$ cat src/rtl/fb_pkg.sv
// rtl/fb_pkg.sv - frame buffer geometry and render sequencer state type
package fb_pkg;
  localparam int FB_PIXELS = 76800;
  localparam int FB_ADDR_W = $clog2(FB_PIXELS);
  localparam int FB_DATA_W = 24;

  typedef enum logic [2:0] {
    IDLE,
    WAIT_VSYNC,
    SELECT,
    START,
    WAIT_ACK,
    WAIT_DONE,
    ADVANCE,
    FINISH
  } seq_state_t;
endpackage

$ cat src/rtl/fb_write_mux.sv
// rtl/fb_write_mux.sv - routes the active drawing engine's write port to the frame buffer
module fb_write_mux #(
  parameter int NUM_CLIENTS = 4,
  parameter int ADDR_W      = 17,
  parameter int DATA_W      = 24,
  parameter int IDX_W       = 2
) (
  input  logic                          valid,
  input  logic [IDX_W-1:0]              idx,
  input  logic [NUM_CLIENTS-1:0]        client_we,
  input  logic [NUM_CLIENTS*ADDR_W-1:0] client_addr,
  input  logic [NUM_CLIENTS*DATA_W-1:0] client_data,
  output logic                          we,
  output logic [ADDR_W-1:0]             addr,
  output logic [DATA_W-1:0]             data
);
  // Zero latency so the engine's we/addr/data stay aligned at the RAM.
  always_comb begin
    we   = 1'b0;
    addr = '0;
    data = '0;
    if (valid) begin
      we   = client_we[idx];
      addr = client_addr[idx*ADDR_W +: ADDR_W];
      data = client_data[idx*DATA_W +: DATA_W];
    end
  end
endmodule

$ cat src/rtl/frame_render_sequencer.sv
// rtl/frame_render_sequencer.sv - per-frame start/done sequencing of drawing engines
// with write-port arbitration and double-buffer flip
module frame_render_sequencer
  import fb_pkg::*;
#(
  parameter int NUM_CLIENTS = 4,
  parameter int ADDR_W      = FB_ADDR_W,
  parameter int DATA_W      = FB_DATA_W,
  parameter int ACK_TIMEOUT = 4
) (
  input  logic                          clk,
  input  logic                          rst,
  input  logic                          enable,
  input  logic                          vsync,
  input  logic [NUM_CLIENTS-1:0]        client_en,
  output logic [NUM_CLIENTS-1:0]        client_start,
  input  logic [NUM_CLIENTS-1:0]        client_done,
  input  logic [NUM_CLIENTS-1:0]        client_we,
  input  logic [NUM_CLIENTS*ADDR_W-1:0] client_addr,
  input  logic [NUM_CLIENTS*DATA_W-1:0] client_data,
  output logic                          fb_we,
  output logic [ADDR_W-1:0]             fb_addr,
  output logic [DATA_W-1:0]             fb_data,
  output logic                          fb_draw_sel,
  output logic                          busy,
  output logic                          frame_done,
  output logic                          overrun,
  output logic                          ack_err
);
  localparam int IDX_W = (NUM_CLIENTS > 1) ? $clog2(NUM_CLIENTS) : 1;
  localparam int CNT_W = $clog2(ACK_TIMEOUT + 1);
  localparam logic [IDX_W-1:0] LAST = IDX_W'(NUM_CLIENTS - 1);

  seq_state_t              state;
  logic [IDX_W-1:0]        idx;
  logic [NUM_CLIENTS-1:0]  en_q;
  logic [CNT_W-1:0]        ack_cnt;
  logic                    frame_ready;
  logic                    vsync_q;
  logic                    vsync_rise;
  logic                    mux_valid;

  assign vsync_rise = vsync & ~vsync_q;
  assign mux_valid  = state inside {START, WAIT_ACK, WAIT_DONE};

  always_ff @(posedge clk or posedge rst) begin
    if (rst) begin
      state        <= IDLE;
      idx          <= '0;
      en_q         <= '0;
      ack_cnt      <= '0;
      frame_ready  <= 1'b0;
      vsync_q      <= 1'b0;
      client_start <= '0;
      fb_draw_sel  <= 1'b0;
      busy         <= 1'b0;
      frame_done   <= 1'b0;
      overrun      <= 1'b0;
      ack_err      <= 1'b0;
    end else begin
      vsync_q      <= vsync;
      client_start <= '0;
      frame_done   <= 1'b0;
      // A late vsync never restarts or swaps; it is only recorded.
      if (vsync_rise && !(state inside {IDLE, WAIT_VSYNC}))
        overrun <= 1'b1;
      case (state)
        IDLE: if (enable) state <= WAIT_VSYNC;
        WAIT_VSYNC: begin
          if (vsync_rise) begin
            if (frame_ready) begin
              fb_draw_sel <= ~fb_draw_sel;
              frame_ready <= 1'b0;
            end
            en_q  <= client_en;
            idx   <= '0;
            busy  <= 1'b1;
            state <= SELECT;
          end else if (!enable) begin
            state <= IDLE;
          end
        end
        SELECT: begin
          if (en_q[idx]) begin
            client_start <= NUM_CLIENTS'(1) << idx;
            state        <= START;
          end else if (idx == LAST) begin
            frame_done  <= 1'b1;
            frame_ready <= 1'b1;
            state       <= FINISH;
          end else begin
            idx <= idx + 1'b1;
          end
        end
        START: begin
          ack_cnt <= '0;
          state   <= WAIT_ACK;
        end
        WAIT_ACK: begin
          if (!client_done[idx]) begin
            state <= WAIT_DONE;
          end else begin
            ack_cnt <= ack_cnt + 1'b1;
            if (ack_cnt == CNT_W'(ACK_TIMEOUT - 1)) begin
              ack_err <= 1'b1;
              state   <= ADVANCE;
            end
          end
        end
        WAIT_DONE: if (client_done[idx]) state <= ADVANCE;
        ADVANCE: begin
          if (idx == LAST) begin
            frame_done  <= 1'b1;
            frame_ready <= 1'b1;
            state       <= FINISH;
          end else begin
            idx   <= idx + 1'b1;
            state <= SELECT;
          end
        end
        FINISH: begin
          busy  <= 1'b0;
          state <= enable ? WAIT_VSYNC : IDLE;
        end
        default: state <= IDLE;
      endcase
    end
  end

  fb_write_mux #(
    .NUM_CLIENTS(NUM_CLIENTS),
    .ADDR_W     (ADDR_W),
    .DATA_W     (DATA_W),
    .IDX_W      (IDX_W)
  ) u_write_mux (
    .valid      (mux_valid),
    .idx        (idx),
    .client_we  (client_we),
    .client_addr(client_addr),
    .client_data(client_data),
    .we         (fb_we),
    .addr       (fb_addr),
    .data       (fb_data)
  );
endmodule

$ cat config.mk
export PLATFORM = sky130hd
export DESIGN_NAME = frame_render_sequencer
export DESIGN_NICKNAME = d
export VERILOG_FILES = /design/src/rtl/fb_pkg.sv /design/src/rtl/fb_write_mux.sv /design/src/rtl/frame_render_sequencer.sv
export SDC_FILE = /design/constraint.sdc
export NUM_CORES = 1
export LEC_CHECK = 0
export CAP_MARGIN = 20
export CORE_AREA = 2 2 89 91
export DETAILED_ROUTE_END_ITERATION = 7
export DIE_AREA = 0 0 91 93
export GPL_TIMING_DRIVEN = 1
export PLACE_DENSITY = 0.86
export SLEW_MARGIN = 20
export SYNTH_ARGS = -nofsm -noshare
export SYNTH_HDL_FRONTEND = slang
export SYNTH_SLANG_ARGS = --single-unit
$ cat constraint.sdc
create_clock -name clk -period 4.4 [get_ports clk]
set_input_delay 0.66 -clock clk [delete_from_list [all_inputs] [get_ports clk]]
set_output_delay 0.66 -clock clk [all_outputs]
set_load 0.005 [all_outputs]
# After elaboration in Yosys (flattened, before gate mapping)
# Cells that the tools add are included.
[totals]
register_bits = 23
output_inout_bits = 51
wordCells = 92
[op_classes]
addsub = 2
n_mul = 2
n_lt_le_gt_ge = 1
n_eq_ne = 17
shift = 3
mux = 37
n_bitwise = 3
reduce_logical = 15
[ops]
columns = ["op", "count"]
rows = [
  ["$shiftx A96 B8 Y24", 1],
  ["$shiftx A68 B8 Y17", 1],
  ["$mux W3", 10],
  ["$mux W24", 1],
  ["$pmux W3 S8", 1],
  ["$mux W17", 1],
  ["$eq A3 B3 Y1 const B", 4],
  ["$mux W1", 11],
  ["$eq A3 B2 Y1 const B", 3],
  ["$reduce_and A3 Y1", 3],
  ["$mux W4", 2],
  ["$mul A2 B5 Y7 const B", 1],
  ["$bmux W1 S2", 3],
  ["$mux W2", 3],
  ["$ne A2 B2 Y1 const B", 3],
  ["$ne A3 B3 Y1 const B", 2],
  ["$pmux W2 S3", 1],
  ["$pmux W3 S2", 1],
  ["$reduce_and A2 Y1", 3],
  ["$reduce_bool A2 Y1", 3],
  ["$reduce_bool A3 Y1", 2],
  ["$reduce_and A5 Y1", 1],
  ["$mul A2 B2 Y4 const B", 1],
  ["$ne A2 B1 Y1 const B", 2],
  ["other kinds (14)", 16],
]

# Logic depth before layout (Yosys ltp)
# Gate-level depths: netlist of run 1.
[depth]
depth_word = 4
ltp_mapped = 6
mapped_depth_nobuf = 4

# By module
# A second synthesis of run 1 with hierarchy kept.
[hier_totals]
hier_cells = 250
hier_area_um2 = 2482.4
[modules_own_cells]
columns = ["mod", "instances", "cells_each", "area_each_um2"]
rows = [
  ["fb_write_mux", 1, 147, 1310.0],
  ["frame_render_sequencer", 1, 103, 1172.4],
]

# Least setup slack after synthesis of run 1
# OpenSTA, ideal clock, no wires.
[synth_path]
kind = "register to output"
startpoint = "register idx[0]"
endpoint = "output port fb_data[16]"
t_arrival_ns = 1.506
required_time_ns = 3.740
slack_ns = 2.234
stages_incl_launch_ff = 5
cell_sequence = "dfrtp_1 -> buf_6 -> buf_2 -> mux4_2 -> nor2b_1"
[synth_via]
elab_chain_len = 3
[synth_lines]
columns = ["element", "line", "rtl"]
rows = [
  ["start: declaration", "frame_render_sequencer.sv:35", "logic [IDX_W-1:0] idx;"],
  ["start signal: assignment", "frame_render_sequencer.sv:92", "idx <= idx + 1'b1;"],
  ["start signal: assignment", "frame_render_sequencer.sv:117", "idx <= idx + 1'b1;"],
  ["$mul A2 B2 Y4", "fb_write_mux.sv:25", "data = client_data[idx*DATA_W +: DATA_W];"],
  ["$shiftx A96 B8 Y24", "fb_write_mux.sv:25", ""],
  ["$mux W24", "fb_write_mux.sv:22", "if (valid) begin"],
  ["end: declaration", "frame_render_sequencer.sv:23", "output logic [DATA_W-1:0] fb_data,"],
]
# Every way passes these cells.

# Worst setup path after layout of run 1
[layout_path]
startpoint = "register idx[0]"
endpoint = "output port fb_data[2]"
# Same word-level chain as after synthesis.

==> flow_summary.json, run 1 <==
{
  "outcome": "finished clean",
  "die_h_um": 93,
  "stdcell_area_um2": 4870,
  "syn_inst": 201,
  "grt_pass1_wl_um": 14700,
  "grt_max_degree": 51,
  "h-tree-depth": 1,
  "dieArea_um2": 8460,
  "track_usage": 0.225,
  "drt-wirelength-per-cell_um": 19.2,
  "maxCapViolCount": 0,
  "clockBufferDepth": 2,
  "fin_ws_ns": 1.13,
  "whs_ns": 0.463,
  "ant_nets": 0,
  "dp_slack_ns": 1.36,
  "synth_ff_type": "dfrtp_1",
  "placed_area_um2": 4820,
  "dp_hpwl_um": 8570,
  "drtPass1Iterations": 4,
  "synth-edff-count": 0,
  "yosys_register_bits": 23,
  "cts_sinks": 23,
  "fin_crit_sh": 0.744,
  "final_cell_mix": "clkdlybuf4s50_1, nor2b_1, mux4_2, dfrtp_1, inv_1",
  "post-route-util": 0.647,
  "skew_ns": 0.00781,
  "start_util": 0.328,
  "pwr-share-clk": 0.064,
  "routabilityCongestion": 0.870,
  "p_per_area_nw_per_um2": 412,
  "tightest_slew_ns": 1.10,
  "p_switching_w": 0.000733,
  "port_buffers": 230,
  "pwr-share-comb": 0.685,
  "leakage_nw": 1.77,
  "synth-seq-area-share": 0.233,
  "rsz0062_at_grt": "no",
  "drive_above_1_share": 0.146,
  "cp-start-kind": "flop",
  "final_max_slew_viol_count": 0,
  "startpoint": "idx[0]",
  "wl_um": 10000,
  "hold_path_class": "reg -> reg",
  "antenna_found_initial": 0,
  "holdBufCountCts": 0,
  "intPower_w": 0.00127,
  "path_max_fanout": 50,
  "fmax_mhz": 305,
  "diodes": 0,
  "via_per_inst": 5.19,
  "finalSetupTns_ns": 0,
  "post-cts-setup-buffers": 0,
  "r2r_start": "idx[0]",
  "setup_violations": 0,
  "sequentialPowerShare": 0.251,
  "clk_pin_slew_ns": 0.07,
  "drtIter0Drc": 117,
  "ys.warnings.count": 0,
  "ctsResizeCount": 0,
  "drc": 0,
  "fillers": 588,
  "nNetsFinal": 607,
  "syn_area_um2": 2470,
  "synth_cell_types": 38,
  "design.core.area_um2": 7530,
  "slew-limit-headroom": 0.267,
  "arrival_ns": 2.61,
  "postSynthNetCount": 388,
  "io_pins": 231,
  "cts_tree": "yes",
  "worst-setup-path-type": "reg -> out",
  "clock_latency_ns": 0.26,
  "grt_pass1_vias": 2801,
  "overflow": 0,
  "required_ns": 3.74,
  "area_growth_pct": 97.0,
  "synth.avg_cell_area_um2": 12.3,
  "period_minus_slack_ns": 3.27,
  "worstSetupEndpointType": "output pin",
  "async_flop_share": 1.00,
  "dr_total_vias": 2703,
  "cts_made_buffers": 3,
  "ir_worst_vdd_uv": 198,
  "die_w_um": 91,
  "mostFrequentLayoutCell": "clkdlybuf4s50_1",
  "hold_path_startpoint": "fb_draw_sel",
  "cts-root-buf": "clkbuf_8",
  "rows": 32,
  "p_sw_frac": 0.366,
  "final_hold_viol_count": 0
}
## critical path, stage by stage (launching register included)
cell,delay [ns]
dfrtp_4,1.01
mux4_2,0.59
nor2b_1,0.18
clkdlybuf4s50_1,0.53
## stage by stage
step,instances,power [W]
2_1_floorplan,201,0.00123
3_3_place_gp,517,0.00184
3_5_place_dp,517,0.00189
4_1_cts,521,0.00202
5_1_grt,521,0.00214
6_report,521,0.00200
## area by class of cell
type                    instances  area (µm²)  share of cell area
clock buffers                   4        45.0             0.00925
inverters                      11        41.3             0.00848
multi-input cells             151        1770               0.364
flip-flops and latches         23         581               0.119
well taps                     102         128              0.0262
repair buffers                230        2300               0.473
## metal layers
layer  global-route usage  wire, µm
met2                0.412      5270
met3               0.0395       778
met1                0.277      3790
met5                    0         0
met4               0.0492       174
## cell usage after synthesis, types with 3 or more instances
library cell,number,area share
o21ai_0,5,0.010
dfrtp_1,23,0.23
nand2b_1,3,0.0076
nor2b_1,45,0.11
buf_4,3,0.0091
mux2_2,5,0.023
a21oi_1,8,0.016
mux4_2,44,0.40
ha_1,7,0.035
inv_1,11,0.017
clkbuf_1,8,0.012
buf_2,3,0.0061
and2_1,5,0.013
## power groups by stage
stage | clock [W] | combinational [W] | sequential [W]
after detailed placement | 0 | 0.00138 | 0.000514
after floorplan | 0 | 0.000916 | 0.000319
final | 0.000128 | 0.00137 | 0.000502
after global routing | 0.000139 | 0.00147 | 0.000530
after CTS | 0.000130 | 0.00138 | 0.000508
after global placement | 0 | 0.00134 | 0.000504
## state kept, by name (all words and copies together), names as in the netlist, 2 cells and up
register and flops:
client_start 4, en_q 4, ack_cnt 3, state 3, idx 2
## kinds of logic (layout without fill, tap and decap cells)
group | count (synthesis) | after routing | synth area share
flops | 23 | 23 | 0.233
xor+xnor | 1 | 1 | 0.00354
compound gates | 26 | 26 | 0.0739
mux | 51 | 51 | 0.432
simple gates | 66 | 66 | 0.172
buf+inv | 27 | 245 | 0.0501
fa+ha+maj | 7 | 7 | 0.0354
## path summary, 6_finish.rpt
kind                                to  slack (ns)  cells past startpoint
setup / recovery            fb_data[2]        1.13                      3
max in group asynchronous       idx[0]        2.90                      2
hold / removal             fb_draw_sel        0.46                      1
hold reg to reg            fb_draw_sel        0.46                      1
setup reg to reg              state[1]        2.08                      3
min in group asynchronous      vsync_q        0.87                      2
Power figures use the tool's default switching activity.
==> inputs of run 2 (changes only) <==
CORE_AREA = not set   (was 2 2 89 91)
CORE_MARGIN = 1.5   (was not set)
CORE_UTILIZATION = 28   (was not set)
DIE_AREA = not set   (was 0 0 91 93)
PLACE_DENSITY = 0.78   (was 0.86)
clock period = 2.8 ns   (was 4.4 ns; I/O delays follow)
==> flow_summary.json, run 2 (synthesized netlist as in run 1, its figures left out) <==
{
  "skew_ns": 0.00472,
  "drive_above_1_share": 0.166,
  "clk_pin_slew_ns": 0.08,
  "antenna_found_initial": 0,
  "port_buffers": 230,
  "worst-setup-path-type": "reg -> out",
  "max_stage_delay_ns": 0.54,
  "maxCapViolCount": 0,
  "drtIter0Drc": 77,
  "drt-wirelength-per-cell_um": 19.3,
  "fillers": 746,
  "worstSetupEndpointType": "output pin",
  "grt_max_degree": 43,
  "ant_nets": 0,
  "rows": 34,
  "final_max_slew_viol_count": 0,
  "ir_worst_vdd_uv": 319,
  "dp.cells": 531,
  "design.core.area_um2": 8640,
  "io_pins": 231,
  "arrival_ns": 2.22,
  "grt_pass1_vias": 2904,
  "rsz0062_at_grt": "no",
  "fmax_mhz": 378,
  "finalSetupTns_ns": 0,
  "critical_path_buf_inv_count": 1,
  "post-route-util": 0.577,
  "via_per_inst": 4.94,
  "setup_violations": 0,
  "required_ns": 2.38,
  "leakage_nw": 1.83,
  "whs_ns": 0.480,
  "h-tree-depth": 1,
  "track_usage": 0.217,
  "start_util": 0.286,
  "period_minus_slack_ns": 2.64,
  "grt_pass1_wl_um": 15500,
  "nNetsFinal": 616,
  "dp_hpwl_um": 9030,
  "die_w_um": 96.9,
  "cp_slowest_cell": "clkdlybuf4s50_1",
  "path_cells": "nand2b_1, mux2_4, nor2b_1, clkdlybuf4s50_1",
  "cp-start-kind": "flop",
  "wl_um": 10300,
  "area_growth_pct": 102,
  "diodes": 0,
  "dr_total_vias": 2647,
  "die_h_um": 96.9,
  "tightest_slew_ns": 0.515,
  "clockBufferDepth": 2,
  "overflow": 0,
  "routabilityCongestion": 0.835,
  "crit_family": "buffers and inverters",
  "final_hold_viol_count": 0,
  "outcome": "finished clean",
  "hold_path_class": "reg -> reg",
  "mostFrequentLayoutCell": "clkdlybuf4s50_1",
  "finalNonFillerCells": 536,
  "drtPass1Iterations": 4,
  "fin_crit_sh": 0.944,
  "cts-root-buf": "clkbuf_8",
  "drc": 0,
  "clock_latency_ns": 0.27,
  "holdBufCountCts": 0,
  "cts_tree": "yes",
  "slew-limit-headroom": 0.655,
  "dieArea_um2": 9400,
  "cts_sinks": 23,
  "path_max_fanout": 42,
  "final_cell_mix": "clkdlybuf4s50_1, nor2b_1, mux4_2, dfrtp_1, inv_1",
  "cts_made_buffers": 3,
  "largestRegisters": "client_start x4, en_q x4",
  "p_per_area_nw_per_um2": 658
}
## run 2: metal layers
metal  part of all wire  global-route usage
met5                  0                   0
met4              0.035              0.0803
met3              0.061              0.0361
met2               0.57               0.431
met1               0.33               0.224
## run 2: repair_timing
action	4_1_cts	5_1_grt
setup buffers	0	1
setup endpoints to repair	2	29
gates resized for setup	1	0
hold endpoints to repair	0	0
## run 2: cell type report
cell class	instances	area, µm²	area share
repair buffers	239	2410	0.483
multi-input cells	151	1780	0.356
flip-flops and latches	23	581	0.116
well taps	108	135	0.0271
clock buffers	3	41.3	0.00828
inverters	11	41.3	0.00828
clock inverters	1	5.00	0.00100
## run 2: final timing paths
check                                    to   startpoint  slack [ns]  cells after the start
worst max-delay path            fb_addr[16]     state[2]        0.16                      4
worst min-delay path            fb_draw_sel  fb_draw_sel        0.48                      1
worst max register to register       idx[1]       idx[0]        0.66                      6
worst min register to register  fb_draw_sel  fb_draw_sel        0.48                      1
max in group asynchronous            idx[0]          rst        2.04                      3
min in group asynchronous              busy          rst        0.49                      3
## run 2: power breakdown
| group | switching, W | internal [W] |
|---|---|---|
| Combinational | 0.000970 | 0.00157 |
| Clock | 0.000110 | 0.0000995 |
| Sequential | 0.0000909 | 0.000436 |
| Total | 0.00117 | 0.00211 |
## run 2: through the flow
stage               area, µm²  setup WS [ns]  total power (W)
floorplan                2470          0.874          0.00194
global placement         4920          0.291          0.00304
detailed placement       4920          0.284          0.00307
CTS                      4970         0.0128          0.00329
global route             4990         0.0591          0.00351
finish                   4990          0.156          0.00328
